[config.mk]
export PLATFORM = sky130hd
export DESIGN_NAME = ps2_scancode_decoder
export DESIGN_NICKNAME = d
export VERILOG_FILES = /design/src/rtl/ps2_scancode_decoder.sv
export SDC_FILE = /design/constraint.sdc
export NUM_CORES = 1
export LEC_CHECK = 0
export CAP_MARGIN = 20
export CORE_AREA = 4 4 103 105
export DETAILED_ROUTE_END_ITERATION = 12
export DIE_AREA = 0 0 107 109
export REMOVE_ABC_BUFFERS = 1
export SLEW_MARGIN = 20
export SYNTH_ARGS = -nofsm -noshare
export SYNTH_HDL_FRONTEND = slang
export SYNTH_SLANG_ARGS = --single-unit
export TNS_END_PERCENT = 1
[constraint.sdc]
create_clock -name clk -period 4.05 [get_ports clk]
set_clock_uncertainty 0.1 [all_clocks]
set_input_delay 0.81 -clock clk [delete_from_list [all_inputs] [get_ports clk]]
set_output_delay 0.81 -clock clk [all_outputs]
set_load 0.01 [all_outputs]
[src/rtl/ps2_scancode_decoder.sv]
// PS/2 scancode decoder: folds E0/F0/E1 prefix sequences into key events
// and queues them in a small show-ahead FIFO.
package ps2_pkg;
    typedef struct packed {
        logic timeout;
        logic frame_err;
        logic parity_err;
    } flags_t;
endpackage

module ps2_scancode_decoder #(
    parameter int unsigned FIFO_DEPTH = 4
) (
    input  logic            clk,
    input  logic            rst_n,
    input  logic            rx_valid,
    input  logic [7:0]      rx_data,
    input  ps2_pkg::flags_t rx_flags,
    output logic            ev_valid,
    input  logic            ev_ready,
    output logic [7:0]      ev_code,
    output logic            ev_ext,
    output logic            ev_brk,
    output logic            ev_pause,
    output logic            bat_ok,
    output logic            err,
    output logic            ovf
);

    localparam int unsigned PW = $clog2(FIFO_DEPTH);
    localparam logic [PW:0] FULL_CNT = (PW + 1)'(FIFO_DEPTH);

    typedef enum logic [2:0] {IDLE, EXT, BRK, EXT_BRK, PAUSE} state_t;

    typedef struct packed {
        logic       pause;
        logic       brk;
        logic       ext;
        logic [7:0] code;
    } ev_t;

    state_t state, state_n;
    logic [2:0] skip, skip_n;

    logic [$bits(ps2_pkg::flags_t)-1:0] flags_vec;
    logic rx_bad, rx_ok, is_prefix, restart, from_idle;
    logic push, err_set, bat_set;
    ev_t  push_ev, head;

    assign flags_vec = rx_flags;
    assign rx_bad    = rx_valid & (|flags_vec);
    assign rx_ok     = rx_valid & ~(|flags_vec);
    assign is_prefix = (rx_data == 8'hE0) || (rx_data == 8'hF0) || (rx_data == 8'hE1);
    // A prefix that cannot extend the pending sequence aborts it and starts afresh
    assign restart   = rx_ok && is_prefix && (state inside {EXT, BRK, EXT_BRK})
                       && !(state == EXT && rx_data == 8'hF0);
    assign from_idle = (state == IDLE) || restart;

    always_ff @(posedge clk or negedge rst_n) begin
        if (!rst_n) begin
            state <= IDLE;
            skip  <= '0;
        end else begin
            state <= state_n;
            skip  <= skip_n;
        end
    end

    always_comb begin
        state_n = state;
        skip_n  = skip;
        if (rx_bad) begin
            state_n = IDLE;
            skip_n  = '0;
        end else if (rx_ok) begin
            if (state == PAUSE) begin
                skip_n = skip - 3'd1;
                if (skip == 3'd1) state_n = IDLE;
            end else if (from_idle) begin
                unique case (rx_data)
                    8'hE0:   state_n = EXT;
                    8'hF0:   state_n = BRK;
                    8'hE1: begin
                        state_n = PAUSE;
                        skip_n  = 3'd7;
                    end
                    default: state_n = IDLE;
                endcase
            end else if (state == EXT && rx_data == 8'hF0) begin
                state_n = EXT_BRK;
            end else begin
                state_n = IDLE;
            end
        end
    end

    always_comb begin
        push    = 1'b0;
        push_ev = '0;
        err_set = 1'b0;
        bat_set = 1'b0;
        if (rx_bad) begin
            err_set = 1'b1;
        end else if (rx_ok) begin
            if (state == PAUSE) begin
                if (skip == 3'd1) begin
                    push    = 1'b1;
                    push_ev = '{pause: 1'b1, brk: 1'b0, ext: 1'b0, code: 8'h77};
                end
            end else begin
                err_set = restart;
                if (from_idle) begin
                    unique case (rx_data)
                        8'hE0, 8'hF0, 8'hE1, 8'hFA, 8'hFE, 8'hEE: ;
                        8'hAA:               bat_set = 1'b1;
                        8'hFC, 8'h00, 8'hFF: err_set = 1'b1;
                        default: begin
                            push    = 1'b1;
                            push_ev = '{pause: 1'b0, brk: 1'b0, ext: 1'b0, code: rx_data};
                        end
                    endcase
                end else if (!(state == EXT && rx_data == 8'hF0)) begin
                    push    = 1'b1;
                    push_ev = '{pause: 1'b0,
                                brk:   (state == BRK) || (state == EXT_BRK),
                                ext:   (state == EXT) || (state == EXT_BRK),
                                code:  rx_data};
                end
            end
        end
    end

    ev_t mem [FIFO_DEPTH];
    logic [PW-1:0] rd_ptr, wr_ptr;
    logic [PW:0]   count;
    logic          full, pop, do_push;

    assign full    = (count == FULL_CNT);
    assign pop     = ev_valid & ev_ready;
    assign do_push = push & (~full | pop);

    always_ff @(posedge clk or negedge rst_n) begin
        if (!rst_n) begin
            rd_ptr <= '0;
            wr_ptr <= '0;
            count  <= '0;
            ovf    <= 1'b0;
            err    <= 1'b0;
            bat_ok <= 1'b0;
        end else begin
            err    <= err_set;
            bat_ok <= bat_set;
            if (push && full && !pop) ovf <= 1'b1;
            if (do_push) wr_ptr <= wr_ptr + PW'(1);
            if (pop)     rd_ptr <= rd_ptr + PW'(1);
            unique case ({do_push, pop})
                2'b10:   count <= count + (PW + 1)'(1);
                2'b01:   count <= count - (PW + 1)'(1);
                default: count <= count;
            endcase
        end
    end

    always_ff @(posedge clk) begin
        if (do_push) mem[wr_ptr] <= push_ev;
    end

    assign ev_valid = (count != '0);
    assign head     = ev_valid ? mem[rd_ptr] : '0;
    assign ev_code  = head.code;
    assign ev_ext   = head.ext;
    assign ev_brk   = head.brk;
    assign ev_pause = head.pause;

endmodule
==> results of run 1 <==
[registers in the layout, summed over array words and instances, names as in the netlist]
name    flops
rd_ptr      2
state       3
skip        3
count       3
bat_ok      1
err         1
mem        44
wr_ptr      2
ovf         1
[area by class of cell]
type                       count  area share
timing repair buffer          37      0.0980
tap                          133      0.0465
clock inverter                 7      0.0283
sequential                    60       0.481
clock buffer                   9      0.0346
multi-input combinational    135       0.303
inverter                       8     0.00840
[cells by family (layout without fill, tap and decap cells)]
group                    after synthesis  after routing  synth area share
AND/OR/NAND/NOR                       85             85             0.168
XOR/XNOR                               6              6            0.0183
adder cells (fa/ha/maj)                7              7            0.0332
multiplexers                          16             16             0.105
flip-flops                            60             60             0.601
AO/OA/AOI/OAI                         21             21            0.0537
buffers and inverters                 16             61            0.0218
[power groups by stage]
stage | Combinational [mW] | Clock [mW] | Sequential, mW
6_report | 0.616 | 0.597 | 0.787
5_1_grt | 0.681 | 0.641 | 0.800
4_1_cts | 0.634 | 0.615 | 0.790
3_5_place_dp | 0.631 | 0 | 0.802
3_3_place_gp | 0.623 | 0 | 0.800
2_1_floorplan | 0.338 | 0 | 0.803
[per-layer routing]
layer / track usage / up-vias
met5: 0 / -
met4: 0.0411 / 0
met1: 0.139 / 870
met2: 0.171 / 31
met3: 0.0320 / 7
li1: - / 866
[cells in the final DEF, fill, tap and decap left out, types with 3 or more instances in the layout]
cell and instances:
sky130_fd_sc_hd__nand2_1 13, sky130_fd_sc_hd__or3_1 3, sky130_fd_sc_hd__clkinv_4 3, sky130_fd_sc_hd__buf_4 8
sky130_fd_sc_hd__o21ai_0 3, sky130_fd_sc_hd__a21oi_1 6, sky130_fd_sc_hd__clkdlybuf4s50_1 29, sky130_fd_sc_hd__nand3_1 3
sky130_fd_sc_hd__mux4_2 11, sky130_fd_sc_hd__nand2b_1 3, sky130_fd_sc_hd__inv_1 8, sky130_fd_sc_hd__and2_1 18
sky130_fd_sc_hd__edfxtp_1 44, sky130_fd_sc_hd__mux2i_1 3, sky130_fd_sc_hd__xnor2_1 6, sky130_fd_sc_hd__dfrtp_1 16
sky130_fd_sc_hd__ha_1 6, sky130_fd_sc_hd__nor4_1 3, sky130_fd_sc_hd__nor3_1 3, sky130_fd_sc_hd__clkbuf_8 9
sky130_fd_sc_hd__nor2_1 23
[per-stage QoR]
step                worst slack (ns)  cell area, µm²
floorplan                      0.857            2830
global placement               0.263            3350
detailed placement             0.265            3350
CTS                            0.633            3580
global route                   0.437            3580
finish                         0.592            3580
[worst min path at each step]
stage / endpoint / startpoint / cells after the start / slack, ns
after floorplan: count[2] / count[2] / 1 / 0.37
after global placement: ovf / ovf / 1 / 0.38
after detailed placement: ovf / ovf / 1 / 0.36
after CTS: ovf / ovf / 1 / 0.38
after global routing: ovf / ovf / 1 / 0.41
final: ovf / ovf / 1 / 0.37
==> PnR_summary.wiki, run 1 <==
{| class="wikitable"
! Metric !! Value
|-
| Result of the run || complete, no violations
|-
| Cell-internal power || 1.44 mW
|-
| Capturing element type of the critical path || flip-flop
|-
| Mapped Avg Cell Area || 13.6 µm²
|-
| Number of enable-type register cells in the synthesized netlist || 44
|-
| Hold Slack || 0.374 ns
|-
| Fill cell instance count of the final layout || 951
|-
| Critical path startpoint || rx_data[0]
|-
| Critical Path, Cell by Cell || clkdlybuf4s50_1, or4_1, o31ai_1, nor3_1, o21ai_4, inv_1, nor2_1, fa_1, mux2_1
|-
| Count of unresolved DRC violations after routing || 0
|-
| Latest clock arrival within the worst-skew pair || 0.34 ns
|-
| Post-CTS setup-driven buffer insertion count || 0
|-
| Number of buffers and inverters on the critical path || 2
|-
| Maximum clock insertion buffer count || 2
|-
| Sequential share of the synthesized area || 0.601
|-
| Worst min path class || reg -> reg
|-
| Net switching power || 0.562 mW
|-
| IR Drop Worst-Case VDD || 170 µV
|-
| Vertical die dimension || 109 µm
|-
| Fin. Hold Viols || 0
|-
| R2R Path Start || state[2]
|-
| Met2 WL post-DR || 2850 µm
|-
| Floorplan die area || 11,700 µm²
|-
| Min cycle time layout || 3.46 ns
|-
| WP depth || 9
|-
| Register-to-Register Path Depth || 8
|-
| Total standard cell area after synthesis || 2870 µm²
|-
| Antenna Violating Nets Remaining || 0
|-
| Area taken by flip-flops and latches || 1720 µm²
|-
| Post-DP HPWL || 4000 µm
|-
| Routed len/inst || 15.0 µm
|-
| Routed length on met3 || 234 µm
|-
| Wire length of the first global-routing pass || 9270 µm
|-
| Switching part of the total || 0.281
|-
| Endpoints failing setup || 0
|-
| Number of buffers created by CTS || 9
|-
| Drt first-iter violations || 93
|-
| Core Util, Final || 0.371
|-
| Max-capacitance violation count || 0
|-
| Library cell with the highest instance count after synthesis || sky130_fd_sc_hd__edfxtp_1
|-
| Via count of the first global-routing pass || 1,793
|-
| Hold_buf cts || 0
|-
| Area growth from synthesis to layout || 24.7%
|-
| Area inside the core boundary || 9640 µm²
|-
| Nets || 273
|-
| Power density over cell area || 559 nW/µm²
|-
| DRT Pass-1 Iters || 4
|-
| Total wire length after detailed routing || 5850 µm
|-
| Endpoint of the worst-slack reg-to-reg timing path || mem[2][0]
|-
| Number of warnings reported in the yosys synthesis log || 0
|-
| Number of vias in the routed layout || 1,774
|-
| Final sum of negative setup slack || 0 ns
|-
| CTS HTree Levels || 3
|-
| Wire length on met1 || 2680 µm
|-
| Clock slew at reported path FFs || 0.07 ns
|-
| Overall global routing resource usage || 0.107
|-
| Max frequency || 289 MHz
|-
| Crit path to || count[1]
|-
| Via-to-Cell Ratio || 4.56
|-
| Die width || 107 µm
|-
| Fraction of power consumed by sequential logic || 0.393
|-
| Max stage delay cell, worst path || sky130_fd_sc_hd__clkdlybuf4s50_1
|-
| RSZ-0062 raised after global routing || false
|-
| Initial cell density of the core || 0.297
|-
| Ranking of synthesized cells by instance count || 44 x sky130_fd_sc_hd__edfxtp_1, 23 x sky130_fd_sc_hd__nor2_1, 18 x sky130_fd_sc_hd__and2_1
|-
| Port buffer count || 29
|-
| Row count || 36
|-
| Relative slew slack || 0.508
|-
| Clock tree from TritonCTS || yes
|-
| Startpoint kind of the worst setup timing path || input port
|-
| Flops & latches, synth || 60
|-
| Ratio of cells with drive above 1 in the final layout || 0.188
|-
| Period utilisation layout || 0.854
|-
| Number of sinks on the clock net || 60
|-
| Cells after synthesis || 211
|-
| Number of diodes added for antenna fixing || 0
|-
| Required time reported for the critical path endpoint || 4.17 ns
|-
| Number of top-level pins || 30
|-
| Maximum number of pins on one net before global-route repair || 17
|-
| Largest delay contributor family on the critical path || simple AND/OR/NAND/NOR gates
|-
| Clock group share of total power || 0.299
|-
| Total Power || 2.00 mW
|-
| Placed cells || 373
|-
| GRT overflow || 0
|-
| Path type of the worst setup path || in -> reg
|-
| Fin cells || 389
|-
| Cell type contributing the most total cell area after synthesis || sky130_fd_sc_hd__edfxtp_1
|-
| Crit path max fanout || 10
|-
| Top routing layer used || met4
|-
| RD Place Congestion || 0.829
|-
| Area of the multi-input gates || 1080 µm²
|-
| Final-report max-slew violation count || 0
|-
| Crit path arrival time || 3.58 ns
|-
| Cell chosen for the clock root || sky130_fd_sc_hd__clkbuf_8
|-
| Post-CTS resize count || 0
|-
| Static Leak || 1.27 nW
|-
| Tightest Pin Transition || 0.735 ns
|-
| Synth Flop Type || sky130_fd_sc_hd__edfxtp_1
|-
| Relative contribution of combinational cells to total power || 0.308
|-
| Ranking of synthesized cells by area || sky130_fd_sc_hd__edfxtp_1 46%, sky130_fd_sc_hd__dfrtp_1 14%, sky130_fd_sc_hd__mux4_2 8.6%, sky130_fd_sc_hd__and2_1 3.9%, sky130_fd_sc_hd__nor2_1 3.0%
|-
| Share of synthesized registers carrying an async set or reset || 0.267
|-
| Distinct cell type count of the synthesized netlist || 49
|-
| Yosys top cell area share || 0.461
|-
| Setup slack of the most critical reg-to-reg path || 1.39 ns
|-
| Number of antenna violations at the first check in global routing || 0
|-
| CP max stage delay || 0.60 ns
|}
No activity file was read; power rests on OpenSTA's default activity.
==> run 2: changes to the inputs <==
Settings changed: CORE_AREA 4 4 103 105 to 4 4 84 86, DIE_AREA 0 0 107 109 to 0 0 88 90, GPL_TIMING_DRIVEN set to 0, PLACE_DENSITY set to 0.66.
==> PnR_summary.wiki, run 2 (same netlist as run 1, synthesis figures left out) <==
{| class="wikitable"
! Metric !! Value
|-
| Static Leak || 1.24 nW
|-
| Port buffer count || 29
|-
| Ratio of cells with drive above 1 in the final layout || 0.153
|-
| Total Power || 1.94 mW
|-
| Met2 Usage GRT || 0.244
|-
| Hold_buf cts || 0
|-
| Busiest grt layer || met2
|-
| Endpoints failing setup || 0
|-
| Floorplan die area || 7920 µm²
|-
| Post-DP HPWL || 3650 µm
|-
| Post-CTS resize count || 0
|-
| Number of top-level pins || 30
|-
| Area inside the core boundary || 6280 µm²
|-
| Maximum clock insertion buffer count || 2
|-
| Min cycle time layout || 3.69 ns
|-
| Maximum number of pins on one net before global-route repair || 17
|-
| Final sum of negative setup slack || 0 ns
|-
| Nets || 265
|-
| Number of sinks on the clock net || 60
|-
| Number of antenna violations at the first check in global routing || 0
|-
| Vertical die dimension || 90 µm
|-
| Crit path max fanout || 10
|-
| Relative slew slack || 0.475
|-
| Crit path arrival time || 3.81 ns
|-
| Routed len/inst || 16.7 µm
|-
| DRT Pass-1 Iters || 4
|-
| Area growth from synthesis to layout || 19.6%
|-
| Reg with most FFs || mem
|-
| Max FFs per register || 44
|-
| Fin. Hold Viols || 0
|-
| Via-to-Cell Ratio || 5.38
|-
| Result of the run || complete, no violations
|-
| Path type of the worst setup path || in -> reg
|-
| Latest clock arrival within the worst-skew pair || 0.33 ns
|-
| Drt first-iter violations || 75
|-
| Met1 Use GR || 0.195
|-
| Most common cell after layout, fill and taps aside || sky130_fd_sc_hd__edfxtp_1
|-
| Most frequent cells in the layout || 44 x sky130_fd_sc_hd__edfxtp_1, 29 x sky130_fd_sc_hd__clkdlybuf4s50_1, 23 x sky130_fd_sc_hd__nor2_1
|-
| Number of diodes added for antenna fixing || 0
|-
| Number of buffers created by CTS || 9
|-
| Startpoint kind of the worst setup timing path || input port
|-
| Fill cell instance count of the final layout || 518
|-
| Cell chosen for the clock root || sky130_fd_sc_hd__clkbuf_8
|-
| GRT overflow || 0
|-
| RSZ-0062 raised after global routing || false
|-
| Worst min path class || reg -> reg
|-
| IR Drop Worst-Case VDD || 278 µV
|-
| Die width || 88 µm
|-
| Grt met3 use || 0.0494
|-
| Period utilisation layout || 0.912
|-
| Max frequency || 271 MHz
|-
| CTS HTree Levels || 3
|-
| Count of unresolved DRC violations after routing || 0
|-
| Capturing element type of the critical path || flip-flop
|-
| Clock tree from TritonCTS || yes
|-
| Wire length of the first global-routing pass || 8960 µm
|-
| Power density over cell area || 567 nW/µm²
|-
| Tightest Pin Transition || 0.787 ns
|-
| Antenna Violating Nets Remaining || 0
|-
| Via count of the first global-routing pass || 1,743
|-
| Post-CTS setup-driven buffer insertion count || 0
|-
| Required time reported for the critical path endpoint || 4.16 ns
|-
| Row count || 29
|-
| Initial cell density of the core || 0.457
|-
| Clock slew at reported path FFs || 0.06 ns
|-
| RD Place Congestion || 0.785
|-
| Max-capacitance violation count || 0
|-
| Number of vias in the routed layout || 1,747
|-
| Overall global routing resource usage || 0.153
|-
| Total wire length after detailed routing || 5420 µm
|-
| Final-report max-slew violation count || 0
|}
[run 2: stage by stage]
| step | util | cells | hold slack [ns] | instance area (µm²) | setup slack (ns) |
|---|---|---|---|---|---|
| 2_1_floorplan | - | 203 | 0.374 | 2830 | 0.857 |
| 3_3_place_gp | 0.513 | 309 | 0.349 | 3220 | 0.00398 |
| 3_5_place_dp | 0.513 | 309 | 0.349 | 3220 | 0.0254 |
| 4_1_cts | 0.546 | 325 | 0.369 | 3430 | 0.354 |
| 5_1_grt | 0.546 | 325 | 0.391 | 3430 | 0.194 |
| 6_report | 0.546 | 325 | 0.362 | 3430 | 0.356 |
[run 2: metal layers]
layer / wire length, µm / vias to the layer above
met3: 247 / 9
met5: 0 / -
met1: 2350 / 855
met2: 2740 / 38
met4: 87 / 0
li1: - / 845
[run 2: final cells by class]
class                   instances  area [µm²]  area share
clock inverters                 6        78.8      0.0230
clock buffers                  10         128      0.0372
flip-flops and latches         60        1720       0.502
repair buffers                 29         290      0.0847
well taps                      77        96.3      0.0281
multi-input cells             135        1080       0.316
inverters                       8        30.0     0.00876
[run 2: path summary, 6_finish.rpt]
check                           slack, ns         to  cells past startpoint  startpoint
worst max-delay path                 0.36   count[1]                     10  rx_data[6]
max in group asynchronous            2.56    skip[0]                      1       rst_n
worst max register to register       1.16  mem[0][8]                      6    state[2]
min in group asynchronous            0.82  rd_ptr[1]                      1       rst_n
worst min-delay path                 0.36        ovf                      1         ovf
worst min register to register       0.36        ovf                      1         ovf
[run 2: worst max-delay path: stages]
cell	delay, ns
sky130_fd_sc_hd__clkdlybuf4s50_1	0.62
sky130_fd_sc_hd__nand4b_2	0.17
sky130_fd_sc_hd__a2111o_1	0.48
sky130_fd_sc_hd__nor4_4	0.36
sky130_fd_sc_hd__nor2_2	0.11
sky130_fd_sc_hd__o21ai_4	0.31
sky130_fd_sc_hd__inv_1	0.10
sky130_fd_sc_hd__nor2_1	0.13
sky130_fd_sc_hd__fa_1	0.41
sky130_fd_sc_hd__mux2_1	0.28
[run 2: report_power, final]
part | leakage, nW | switching, mW | internal, mW | total, mW
Sequential | 0.606 | 0.102 | 0.713 | 0.814
Clock | 0.107 | 0.217 | 0.341 | 0.559
Combinational | 0.522 | 0.205 | 0.367 | 0.572
==> run 3: changes to the inputs <==
Settings changed: CTS_BUF_LIST set to sky130_fd_sc_hd__clkbuf_2.
Clock period 4.05 ns to 4.4 ns, I/O delays scaled along.
==> PnR_summary.wiki, run 3 (same netlist as run 1, synthesis figures left out) <==
{| class="wikitable"
! Metric !! Value
|-
| Result of the run || complete, no violations
|-
| Capturing element type of the critical path || output pin
|-
| Post-CTS setup-driven buffer insertion count || 0
|-
| Fin. Hold Viols || 0
|-
| Number of buffers created by CTS || 9
|-
| Hold_buf cts || 0
|-
| Drt first-iter violations || 71
|-
| Number of sinks on the clock net || 60
|-
| Number of diodes added for antenna fixing || 0
|-
| Final sum of negative setup slack || 0 ns
|-
| Startpoint kind of the worst setup timing path || flip-flop
|-
| IR Drop Worst-Case VDD || 239 µV
|-
| Area growth from synthesis to layout || 16.8%
|-
| Die width || 88 µm
|-
| Routed len/inst || 16.8 µm
|-
| Number of vias in the routed layout || 1,756
|-
| Total Power || 1.65 mW
|-
| Most frequent cells in the layout || 44 x sky130_fd_sc_hd__edfxtp_1, 29 x sky130_fd_sc_hd__clkdlybuf4s50_1, 23 x sky130_fd_sc_hd__nor2_1
|-
| Core Util, Final || 0.534
|-
| Vertical die dimension || 90 µm
|-
| Required time reported for the critical path endpoint || 3.42 ns
|-
| Maximum clock insertion buffer count || 2
|-
| Post-CTS resize count || 0
|-
| Hold Slack || 0.382 ns
|-
| Static Leak || 1.21 nW
|-
| Relative slew slack || 0.468
|-
| Most common cell after layout, fill and taps aside || sky130_fd_sc_hd__edfxtp_1
|-
| Total wire length after detailed routing || 5460 µm
|-
| CP max stage delay || 0.90 ns
|-
| Endpoints failing setup || 0
|-
| Cell chosen for the clock root || sky130_fd_sc_hd__clkbuf_2
|-
| Clock tree from TritonCTS || yes
|-
| Number of antenna violations at the first check in global routing || 0
|-
| Latest clock arrival within the worst-skew pair || 0.47 ns
|-
| Reg with most FFs || mem
|-
| Antenna Violating Nets Remaining || 0
|-
| Period utilisation layout || 0.816
|-
| Power density over cell area || 494 nW/µm²
|-
| Post-DP HPWL || 3650 µm
|-
| Max FFs per register || 44
|-
| DRT Pass-1 Iters || 4
|-
| Tightest Pin Transition || 0.798 ns
|-
| Port buffer count || 29
|-
| RSZ-0062 raised after global routing || false
|-
| Max-capacitance violation count || 0
|-
| Wire length of the first global-routing pass || 8960 µm
|-
| Via-to-Cell Ratio || 5.40
|-
| Min cycle time layout || 3.59 ns
|-
| GRT overflow || 0
|-
| RD Place Congestion || 0.785
|-
| CTS HTree Levels || 3
|-
| Count of unresolved DRC violations after routing || 0
|-
| Max stage delay cell, worst path || sky130_fd_sc_hd__dfrtp_1
|-
| Overall global routing resource usage || 0.152
|-
| Crit path arrival time || 2.61 ns
|-
| Nets || 265
|-
| Via count of the first global-routing pass || 1,737
|-
| Critical Path, Cell by Cell || mux4_2, and2_1, clkdlybuf4s50_1
|-
| Clock slew at reported path FFs || 0.17 ns
|-
| Worst min path class || reg -> reg
|-
| Initial cell density of the core || 0.457
|-
| Floorplan die area || 7920 µm²
|-
| Maximum number of pins on one net before global-route repair || 17
|-
| Path type of the worst setup path || reg -> out
|-
| Area inside the core boundary || 6280 µm²
|-
| Row count || 29
|-
| Number of top-level pins || 30
|-
| Ratio of cells with drive above 1 in the final layout || 0.157
|-
| Crit path max fanout || 13
|-
| Final-report max-slew violation count || 0
|-
| Max frequency || 278 MHz
|}
==> run 3: cell types whose count changed in the layout (fill, tap and decap cells not counted) <==
cell,delta
sky130_fd_sc_hd__clkbuf_1,-1
sky130_fd_sc_hd__clkbuf_8,-9
sky130_fd_sc_hd__clkbuf_2,+10
==> run 3: metrics by stage <==
stage / area, µm² / std cells / setup WS, ns
after floorplan: 2830 / 203 / 1.14
after global placement: 3220 / 309 / 0.284
after detailed placement: 3220 / 309 / 0.305
after CTS: 3350 / 325 / 0.727
after global routing: 3350 / 325 / 0.627
final: 3350 / 325 / 0.809
==> run 3: power breakdown <==
| part | internal (mW) | switching (mW) |
|---|---|---|
| registers | 0.655 | 0.0936 |
| logic | 0.337 | 0.188 |
| clock network | 0.186 | 0.193 |
| total | 1.18 | 0.475 |
==> run 3: worst paths after layout <==
path / depth (start not counted) / start / to / slack (ns)
setup / recovery: 3 / rd_ptr[0] / ev_code[2] / 0.81
min in group asynchronous: 1 / rst_n / rd_ptr[1] / 0.73
setup reg to reg: 6 / state[2] / mem[0][9] / 1.48
hold / removal: 1 / ovf / ovf / 0.38
hold reg to reg: 1 / ovf / ovf / 0.38
max in group asynchronous: 1 / rst_n / skip[0] / 2.99
==> run 3: final cells by class <==
type                       count  area [µm²]
clock buffer                  10        50.0
clock inverter                 6        78.8
fill                         530        2930
inverter                       8        30.0
multi-input combinational    135        1080
sequential                    60        1720
tap                           77        96.3
timing repair buffer          29         290
==> run 3: layer usage <==
layer / GRT usage / wire length (µm) / share of wire / vias up
li1: - / - / - / 846
met1: 0.195 / 2390 / 0.44 / 864
met2: 0.244 / 2750 / 0.50 / 36
met3: 0.0274 / 217 / 0.040 / 10
met4: 0.0729 / 99 / 0.018 / 0
met5: 0 / 0 / 0 / -
==> run 3: worst max-delay path: cells and delay by family (launching register included) <==
kind          cells  cell delay (ns)
buf+inv           1             0.47
flops             1             0.90
mux               1             0.61
simple gates      1             0.17
